==> config.mk <==
export PLATFORM = sky130hd
export DESIGN_NAME = lsu_mem_ctrl
export DESIGN_NICKNAME = d
export VERILOG_FILES = /design/src/rtl/lsu_mem_ctrl_pkg.sv /design/src/rtl/lsu_mem_ctrl_lane.sv /design/src/rtl/lsu_mem_ctrl.sv
export SDC_FILE = /design/constraint.sdc
export NUM_CORES = 1
export LEC_CHECK = 0
export CAP_MARGIN = 20
export CORE_ASPECT_RATIO = 0.5
export CORE_MARGIN = 2
export CORE_UTILIZATION = 44
export CTS_BUF_LIST = sky130_fd_sc_hd__clkbuf_16
export CTS_CLUSTER_SIZE = 25
export DETAILED_ROUTE_END_ITERATION = 12
export GPL_TIMING_DRIVEN = 0
export PLACE_DENSITY = 0.76
export SLEW_MARGIN = 20
export SYNTH_ARGS = -nofsm -noshare
export SYNTH_HDL_FRONTEND = slang
export SYNTH_SLANG_ARGS = --single-unit
export TNS_END_PERCENT = 30
==> constraint.sdc <==
create_clock -name i_clk -period 2.7 [get_ports i_clk]
set_input_delay 0.405 -clock i_clk [delete_from_list [all_inputs] [get_ports i_clk]]
set_output_delay 0.405 -clock i_clk [all_outputs]
set_load 0.02 [all_outputs]
==> src/rtl/lsu_mem_ctrl_pkg.sv <==
// Shared encodings for the load/store unit: access sizes, FSM states and trap causes.
// Also holds the alignment check used at accept time.
package lsu_mem_ctrl_pkg;

  localparam logic [1:0] SzByte    = 2'b00;
  localparam logic [1:0] SzHalf    = 2'b01;
  localparam logic [1:0] SzWord    = 2'b10;
  localparam logic [1:0] SzIllegal = 2'b11;

  localparam logic [1:0] StIdle = 2'b00;
  localparam logic [1:0] StReq  = 2'b01;
  localparam logic [1:0] StWait = 2'b10;
  localparam logic [1:0] StResp = 2'b11;

  localparam logic [1:0] CauseNone     = 2'b00;
  localparam logic [1:0] CauseMisalign = 2'b01;
  localparam logic [1:0] CauseTimeout  = 2'b10;

  // True when the access cannot be issued: misaligned half/word or illegal size.
  function automatic logic is_bad_access(input logic [1:0] size, input logic [1:0] off);
    logic bad;
    case (size)
      SzByte:  bad = 1'b0;
      SzHalf:  bad = off[0];
      SzWord:  bad = (off != 2'b00);
      default: bad = 1'b1;
    endcase
    return bad;
  endfunction

endpackage

==> src/rtl/lsu_mem_ctrl_lane.sv <==
// Byte-lane steering for the LSU: lane mask, store data shift and load extract/extend.
// Purely combinational.
module lsu_mem_ctrl_lane
  import lsu_mem_ctrl_pkg::*;
(
  input  logic [1:0]  i_off,
  input  logic [1:0]  i_size,
  input  logic        i_unsigned,
  input  logic [31:0] i_wdata,
  input  logic [31:0] i_rdata,
  output logic [3:0]  o_mask,
  output logic [31:0] o_wdata,
  output logic [31:0] o_rdata
);

  logic [4:0]  sh_amt;
  logic [31:0] rd_sh;

  always_comb begin
    sh_amt  = {i_off, 3'b000};
    o_wdata = i_wdata << sh_amt;
    rd_sh   = i_rdata >> sh_amt;
    o_mask  = 4'b0000;
    o_rdata = 32'h0;
    case (i_size)
      SzByte: begin
        o_mask  = 4'b0001 << i_off;
        o_rdata = i_unsigned ? {24'h0, rd_sh[7:0]} : {{24{rd_sh[7]}}, rd_sh[7:0]};
      end
      SzHalf: begin
        o_mask  = 4'b0011 << i_off;
        o_rdata = i_unsigned ? {16'h0, rd_sh[15:0]} : {{16{rd_sh[15]}}, rd_sh[15:0]};
      end
      SzWord: begin
        o_mask  = 4'b1111;
        o_rdata = i_rdata;
      end
      default: begin
        o_mask  = 4'b0000;
        o_rdata = 32'h0;
      end
    endcase
  end

endmodule

==> src/rtl/lsu_mem_ctrl.sv <==
// Load/store unit: turns one execute-stage memory op into a req/gnt/rvalid transaction
// with alignment and timeout traps, returning extended load data with a done pulse.
module lsu_mem_ctrl
  import lsu_mem_ctrl_pkg::*;
#(
  parameter int unsigned ADDR_W    = 32,
  parameter int unsigned TIMEOUT   = 255,
  parameter bit          STORE_ACK = 1'b1
) (
  input  logic              i_clk,
  input  logic              i_rst_n,
  input  logic              i_valid,
  output logic              o_ready,
  input  logic [ADDR_W-1:0] i_addr,
  input  logic [31:0]       i_wdata,
  input  logic              i_is_store,
  input  logic [1:0]        i_size,
  input  logic              i_unsigned,
  output logic              o_done,
  output logic [31:0]       o_rdata,
  output logic              o_trap,
  output logic [1:0]        o_cause,
  output logic              o_busy,
  output logic              o_mem_req,
  input  logic              i_mem_gnt,
  output logic [ADDR_W-1:0] o_mem_addr,
  output logic              o_mem_ren,
  output logic              o_mem_wen,
  output logic [31:0]       o_mem_wdata,
  output logic [3:0]        o_mem_mask,
  input  logic              i_mem_rvalid,
  input  logic [31:0]       i_mem_rdata
);

  logic [1:0]        state_q, state_d;
  logic [ADDR_W-1:0] addr_q, addr_d;
  logic [31:0]       wdata_q, wdata_d;
  logic [1:0]        size_q, size_d;
  logic              store_q, store_d;
  logic              unsigned_q, unsigned_d;
  logic [31:0]       cnt_q, cnt_d;
  logic [31:0]       rdata_q, rdata_d;
  logic              trap_q, trap_d;
  logic [1:0]        cause_q, cause_d;

  logic [3:0]  lane_mask;
  logic [31:0] lane_wdata;
  logic [31:0] lane_rdata;
  logic        timeout_hit;

  lsu_mem_ctrl_lane u_lane (
    .i_off      (addr_q[1:0]),
    .i_size     (size_q),
    .i_unsigned (unsigned_q),
    .i_wdata    (wdata_q),
    .i_rdata    (i_mem_rdata),
    .o_mask     (lane_mask),
    .o_wdata    (lane_wdata),
    .o_rdata    (lane_rdata)
  );

  assign timeout_hit = (TIMEOUT != 0) && (cnt_q == 32'(TIMEOUT - 1));

  always_comb begin
    state_d    = state_q;
    addr_d     = addr_q;
    wdata_d    = wdata_q;
    size_d     = size_q;
    store_d    = store_q;
    unsigned_d = unsigned_q;
    cnt_d      = cnt_q;
    rdata_d    = rdata_q;
    trap_d     = trap_q;
    cause_d    = cause_q;
    case (state_q)
      StIdle: begin
        if (i_valid) begin
          addr_d     = i_addr;
          wdata_d    = i_wdata;
          size_d     = i_size;
          store_d    = i_is_store;
          unsigned_d = i_unsigned;
          cnt_d      = 32'h0;
          rdata_d    = 32'h0;
          trap_d     = 1'b0;
          cause_d    = CauseNone;
          if (is_bad_access(i_size, i_addr[1:0])) begin
            state_d = StResp;
            trap_d  = 1'b1;
            cause_d = CauseMisalign;
          end else begin
            state_d = StReq;
          end
        end
      end
      StReq: begin
        if (i_mem_gnt) begin
          cnt_d   = 32'h0;
          state_d = (store_q && !STORE_ACK) ? StResp : StWait;
        end
      end
      StWait: begin
        if (i_mem_rvalid) begin
          state_d = StResp;
          if (!store_q) rdata_d = lane_rdata;
        end else if (timeout_hit) begin
          state_d = StResp;
          trap_d  = 1'b1;
          cause_d = CauseTimeout;
        end else begin
          cnt_d = cnt_q + 32'd1;
        end
      end
      default: state_d = StIdle;
    endcase
  end

  always_ff @(posedge i_clk or negedge i_rst_n) begin
    if (!i_rst_n) begin
      state_q    <= StIdle;
      addr_q     <= '0;
      wdata_q    <= 32'h0;
      size_q     <= SzByte;
      store_q    <= 1'b0;
      unsigned_q <= 1'b0;
      cnt_q      <= 32'h0;
      rdata_q    <= 32'h0;
      trap_q     <= 1'b0;
      cause_q    <= CauseNone;
    end else begin
      state_q    <= state_d;
      addr_q     <= addr_d;
      wdata_q    <= wdata_d;
      size_q     <= size_d;
      store_q    <= store_d;
      unsigned_q <= unsigned_d;
      cnt_q      <= cnt_d;
      rdata_q    <= rdata_d;
      trap_q     <= trap_d;
      cause_q    <= cause_d;
    end
  end

  assign o_ready     = (state_q == StIdle);
  assign o_busy      = (state_q != StIdle);
  assign o_done      = (state_q == StResp);
  assign o_rdata     = rdata_q;
  assign o_trap      = trap_q;
  assign o_cause     = cause_q;
  assign o_mem_req   = (state_q == StReq);
  assign o_mem_ren   = o_mem_req && !store_q;
  assign o_mem_wen   = o_mem_req && store_q;
  assign o_mem_addr  = {addr_q[ADDR_W-1:2], 2'b00};
  assign o_mem_mask  = o_mem_req ? lane_mask : 4'b0000;
  assign o_mem_wdata = (o_mem_req && store_q) ? lane_wdata : 32'h0;

endmodule

==> results.toml <==
[sta]
final_period_minus_worst_setup_slack_ns = 2.66
totalNegativeSetupSlack_ns = 0
tightestPinTransition_ns = 0.624
final_skew_ns = 0.00872
finalHoldViolations = 0
final-setup-viol-count = 0
setup_ws_ns = 0.0431
setup_repair_after_global_routing_missed_its_margin = "true"
timing.slew.headroom = 0.584
finalCritPeriodShare = 0.984
clock.fmax_mhz = 376
drv_slew = 0

[final_layout]
layout.area.seq_um2 = 3430
fillCellCount = 1307
final_nets = 1063
syn_to_final_growth_pct = 40.9
drive_above_1_share = 0.223
multiInputGateArea_um2 = 3700
insertedDiodeCount = 0
utilization = 0.643
instances_no_fill = 1192

[run]
cap_viol_max_count = 0

[logic_synthesis]
yosys-mux-area-fraction = 0.141
post_synth.cell_area_avg_um2 = 10.5
synth_adder_area_share = 0.00989
synth.top_cell.area_share = 0.452
simple_gate_share_of_the_synthesized_area = 0.163
share_of_the_synthesized_area_in_compound_gates_ao_oa_aoi_oai = 0.165
synth_top_area_cell = "sky130_fd_sc_hd__dfrtp_1"
synth_xor_area_frac = 0
synth_top_family_by_area = "compound AO/OA/AOI/OAI gates"
synthTopCellsByArea = "sky130_fd_sc_hd__dfrtp_1, sky130_fd_sc_hd__mux2_2, sky130_fd_sc_hd__buf_4, sky130_fd_sc_hd__a221o_1, sky130_fd_sc_hd__nand2_1"
synth.cell_area_um2 = 7590
dominantRegCellSynth = "sky130_fd_sc_hd__dfrtp_1"
yosys_warnings = 0
synth_seq_cells = 137
synth.distinct_cells = 66
synth_edf_count = 0
seq_area_frac_synth = 0.452
ys_async_sr_fraction = 1.00
postSynthCellCount = 721

[pwr]
power.switching_fraction = 0.390
power.static_leakage_nw = 4.70
power.density_nw_per_um2 = 1130
power_frac_seq = 0.281
sw_power_w = 0.00470
report.power.total_w = 0.0121
vdd.ir_drop.worst_v = 0.000547
intPower_w = 0.00736
power.share.clock = 0.211
share_comb_of_total_power = 0.508

[place]
post-place-cells = 1161
dpl.hpwl_um = 17000
place_congestion = 0.898
pre_cts_ws_ns = -0.584
port_buffers = 211

[clock_tree]
max-clock-path-buffers = 2
clkSlewWorstSetupHoldPaths_ns = 0.06
numCtsBuffers = 17
cts_h_tree_lvls = 4
clock_sinks = 137
clk_latency_ns = 0.42
cts.root.buffer_cell = "sky130_fd_sc_hd__clkbuf_16"
cts_tree = "done"

[setup_path]
largest_stage_delay_on_the_critical_path_ns = 0.62
crit_chain = "nor3_1 -> or2_2 -> clkbuf_2 -> and2_1 -> clkdlybuf4s50_1"
worstSetupEndpointType = "output port"
worst-endpoint-required_ns = 2.30
critPathLaunchType = "register"
critPathTopFamily = "buffers and inverters"
worst_path_max_delay_cell = "sky130_fd_sc_hd__clkdlybuf4s50_1"
cp.buffers_inverters = 2
timing.setup.critical_path_class = "register to output port"
crit_path_max_fanout = 8
worst_ep_arrival_time_ns = 2.25

[detailed_routing]
wl_per_instance_um = 19.7
dr_total_vias = 6926
drt_pass1_iterations = 8
detail_route.drc_violations = 0
drt_iter0_markers = 740
route.final.wire_length_um = 23500
ant_nets = 0
routed_via_density = 5.81

[floorplan]
chipHeight_um = 96.9
die_area_um2 = 18400
rows = 33
core_area_um2 = 16600
floorplan.io_pins = 214
initial_core_util = 0.456
die-width_um = 190

[global_route]
grt_antenna_before_repair = 0
grt_pass1_vias = 6848
grt_util_all_layers = 0.260
grt_start_max_net_pins = 94
grt_overflow_total = 0
grt_first_pass_wirelength_um = 37400

[run_status]
run_status = "complete, no violations"

[worst_hold_path]
timing.hold.worst.class = "input pin to asynchronous set/reset pin"
==> worst register-to-register path, delay by kind of cell, from the launching register on <==
kind / cells / cell delay, ns
adders and majority gates: 1 / 0.30
buffers and inverters: 3 / 1.14
DFF: 1 / 0.41
muxes: 1 / 0.41
and+or+nand+nor: 1 / 0.17
==> cells by family after synthesis <==
logic type | count (synthesis)
and+or+nand+nor | 222
AOI/OAI and AO/OA | 160
DFF | 137
buffers and inverters | 99
muxes | 96
adders and majority gates | 6
other | 1
==> cell type report <==
| type | count | share of cell area |
|---|---|---|
| Sequential cell | 137 | 0.321 |
| Multi-Input combinational cell | 486 | 0.346 |
| Inverter | 12 | 0.00421 |
| Timing Repair Buffer | 214 | 0.196 |
| Tap cell | 227 | 0.0266 |
| Buffer | 84 | 0.0474 |
| Clock inverter | 15 | 0.0195 |
| Clock buffer | 17 | 0.0398 |
==> registers in the layout (all words and copies together) (netlist names) <==
signal,flops
addr_q,32
cnt_q,32
o_cause,2
o_rdata,32
o_trap,1
size_q,2
state_q,2
store_q,1
unsigned_q,1
wdata_q,32
==> synthesized netlist by cell type, types with 6 or more instances <==
cell type / n
sky130_fd_sc_hd__dfrtp_1: 137
sky130_fd_sc_hd__mux2_2: 76
sky130_fd_sc_hd__nand2_1: 54
sky130_fd_sc_hd__nor2_1: 40
sky130_fd_sc_hd__buf_4: 37
sky130_fd_sc_hd__clkbuf_1: 28
sky130_fd_sc_hd__a21oi_1: 24
sky130_fd_sc_hd__a221o_1: 21
sky130_fd_sc_hd__nand3_1: 21
sky130_fd_sc_hd__nor3_1: 21
sky130_fd_sc_hd__mux2i_1: 19
sky130_fd_sc_hd__a22o_1: 17
sky130_fd_sc_hd__a211oi_1: 16
sky130_fd_sc_hd__o211ai_1: 16
sky130_fd_sc_hd__nor2b_1: 14
sky130_fd_sc_hd__and2_1: 13
sky130_fd_sc_hd__o21ai_0: 12
sky130_fd_sc_hd__buf_1: 11
sky130_fd_sc_hd__inv_1: 11
sky130_fd_sc_hd__buf_2: 10
sky130_fd_sc_hd__or3_1: 10
sky130_fd_sc_hd__a22oi_1: 9
sky130_fd_sc_hd__a222oi_1: 7
sky130_fd_sc_hd__and3_1: 7
sky130_fd_sc_hd__nor4_1: 7
sky130_fd_sc_hd__ha_1: 6
sky130_fd_sc_hd__or4_1: 6
==> power by group through the flow <==
stage | clock network, W | registers (W) | logic [W]
detailed placement | 0 | 0.00337 | 0.00601
global placement | 0 | 0.00333 | 0.00590
CTS | 0.00257 | 0.00335 | 0.00609
global route | 0.00266 | 0.00348 | 0.00654
finish | 0.00255 | 0.00339 | 0.00612
floorplan | 0 | 0.00346 | 0.00358
==> path summary, 6_finish.rpt <==
check / startpoint / slack (ns) / end / cells past startpoint
setup reg to reg: state_q[0] / 0.16 / addr_q[23] / 6
max in group asynchronous: i_rst_n / 1.45 / o_rdata[20] / 3
hold / removal: i_rst_n / 0.47 / cnt_q[24] / 2
min in group i_clk: wdata_q[25] / 0.50 / wdata_q[25] / 1
setup / recovery: size_q[1] / 0.04 / o_mem_mask[0] / 5
hold reg to reg: wdata_q[25] / 0.50 / wdata_q[25] / 1
==> placed cells by master, fill, tap and decap left out, types with 10 or more instances in the layout <==
master,instances
sky130_fd_sc_hd__and2_1,13
sky130_fd_sc_hd__nor2b_1,13
sky130_fd_sc_hd__o211ai_1,16
sky130_fd_sc_hd__a221o_1,21
sky130_fd_sc_hd__clkbuf_2,18
sky130_fd_sc_hd__nand3_1,21
sky130_fd_sc_hd__nor2_1,39
sky130_fd_sc_hd__a21oi_1,24
sky130_fd_sc_hd__o21ai_0,12
sky130_fd_sc_hd__a211oi_1,14
sky130_fd_sc_hd__mux2_2,76
sky130_fd_sc_hd__clkbuf_1,17
sky130_fd_sc_hd__inv_1,14
sky130_fd_sc_hd__or3_1,10
sky130_fd_sc_hd__nor3_1,21
sky130_fd_sc_hd__dfrtp_1,135
sky130_fd_sc_hd__mux2i_1,16
sky130_fd_sc_hd__dlygate4sd2_1,17
sky130_fd_sc_hd__buf_4,39
sky130_fd_sc_hd__clkbuf_16,17
sky130_fd_sc_hd__nand2_1,53
sky130_fd_sc_hd__a22o_1,17
sky130_fd_sc_hd__clkdlybuf4s50_1,175
==> repair_timing <==
| action | 4_1_cts | 5_1_grt |
|---|---|---|
| buffers inserted | 0 | 1 |
| endpoints found under the hold margin | 44 | 0 |
| hold buffers | 1 | 0 |
| setup endpoints to repair | 47 | 86 |
| pin swaps | 0 | 1 |
| gates cloned | 0 | 0 |
| resized for setup | 91 | 33 |
==> metal layers <==
layer | track usage | wire length (um) | part of all wire
met5 | 0 | 0 | 0
met4 | 0.0835 | 487 | 0.021
met3 | 0.0450 | 1360 | 0.058
met2 | 0.445 | 11700 | 0.50
met1 | 0.338 | 9980 | 0.42
==> through the flow <==
| stage | area, um^2 | hold WS (ns) |
|---|---|---|
| 4_1_cts | 10700 | 0.480 |
| 2_1_floorplan | 7590 | 0.109 |
| 6_report | 10700 | 0.474 |
| 3_5_place_dp | 10000 | 0.335 |
| 5_1_grt | 10700 | 0.507 |
| 3_3_place_gp | 9990 | 0.481 |
Note: power is estimated with default switching activity, not from simulation.
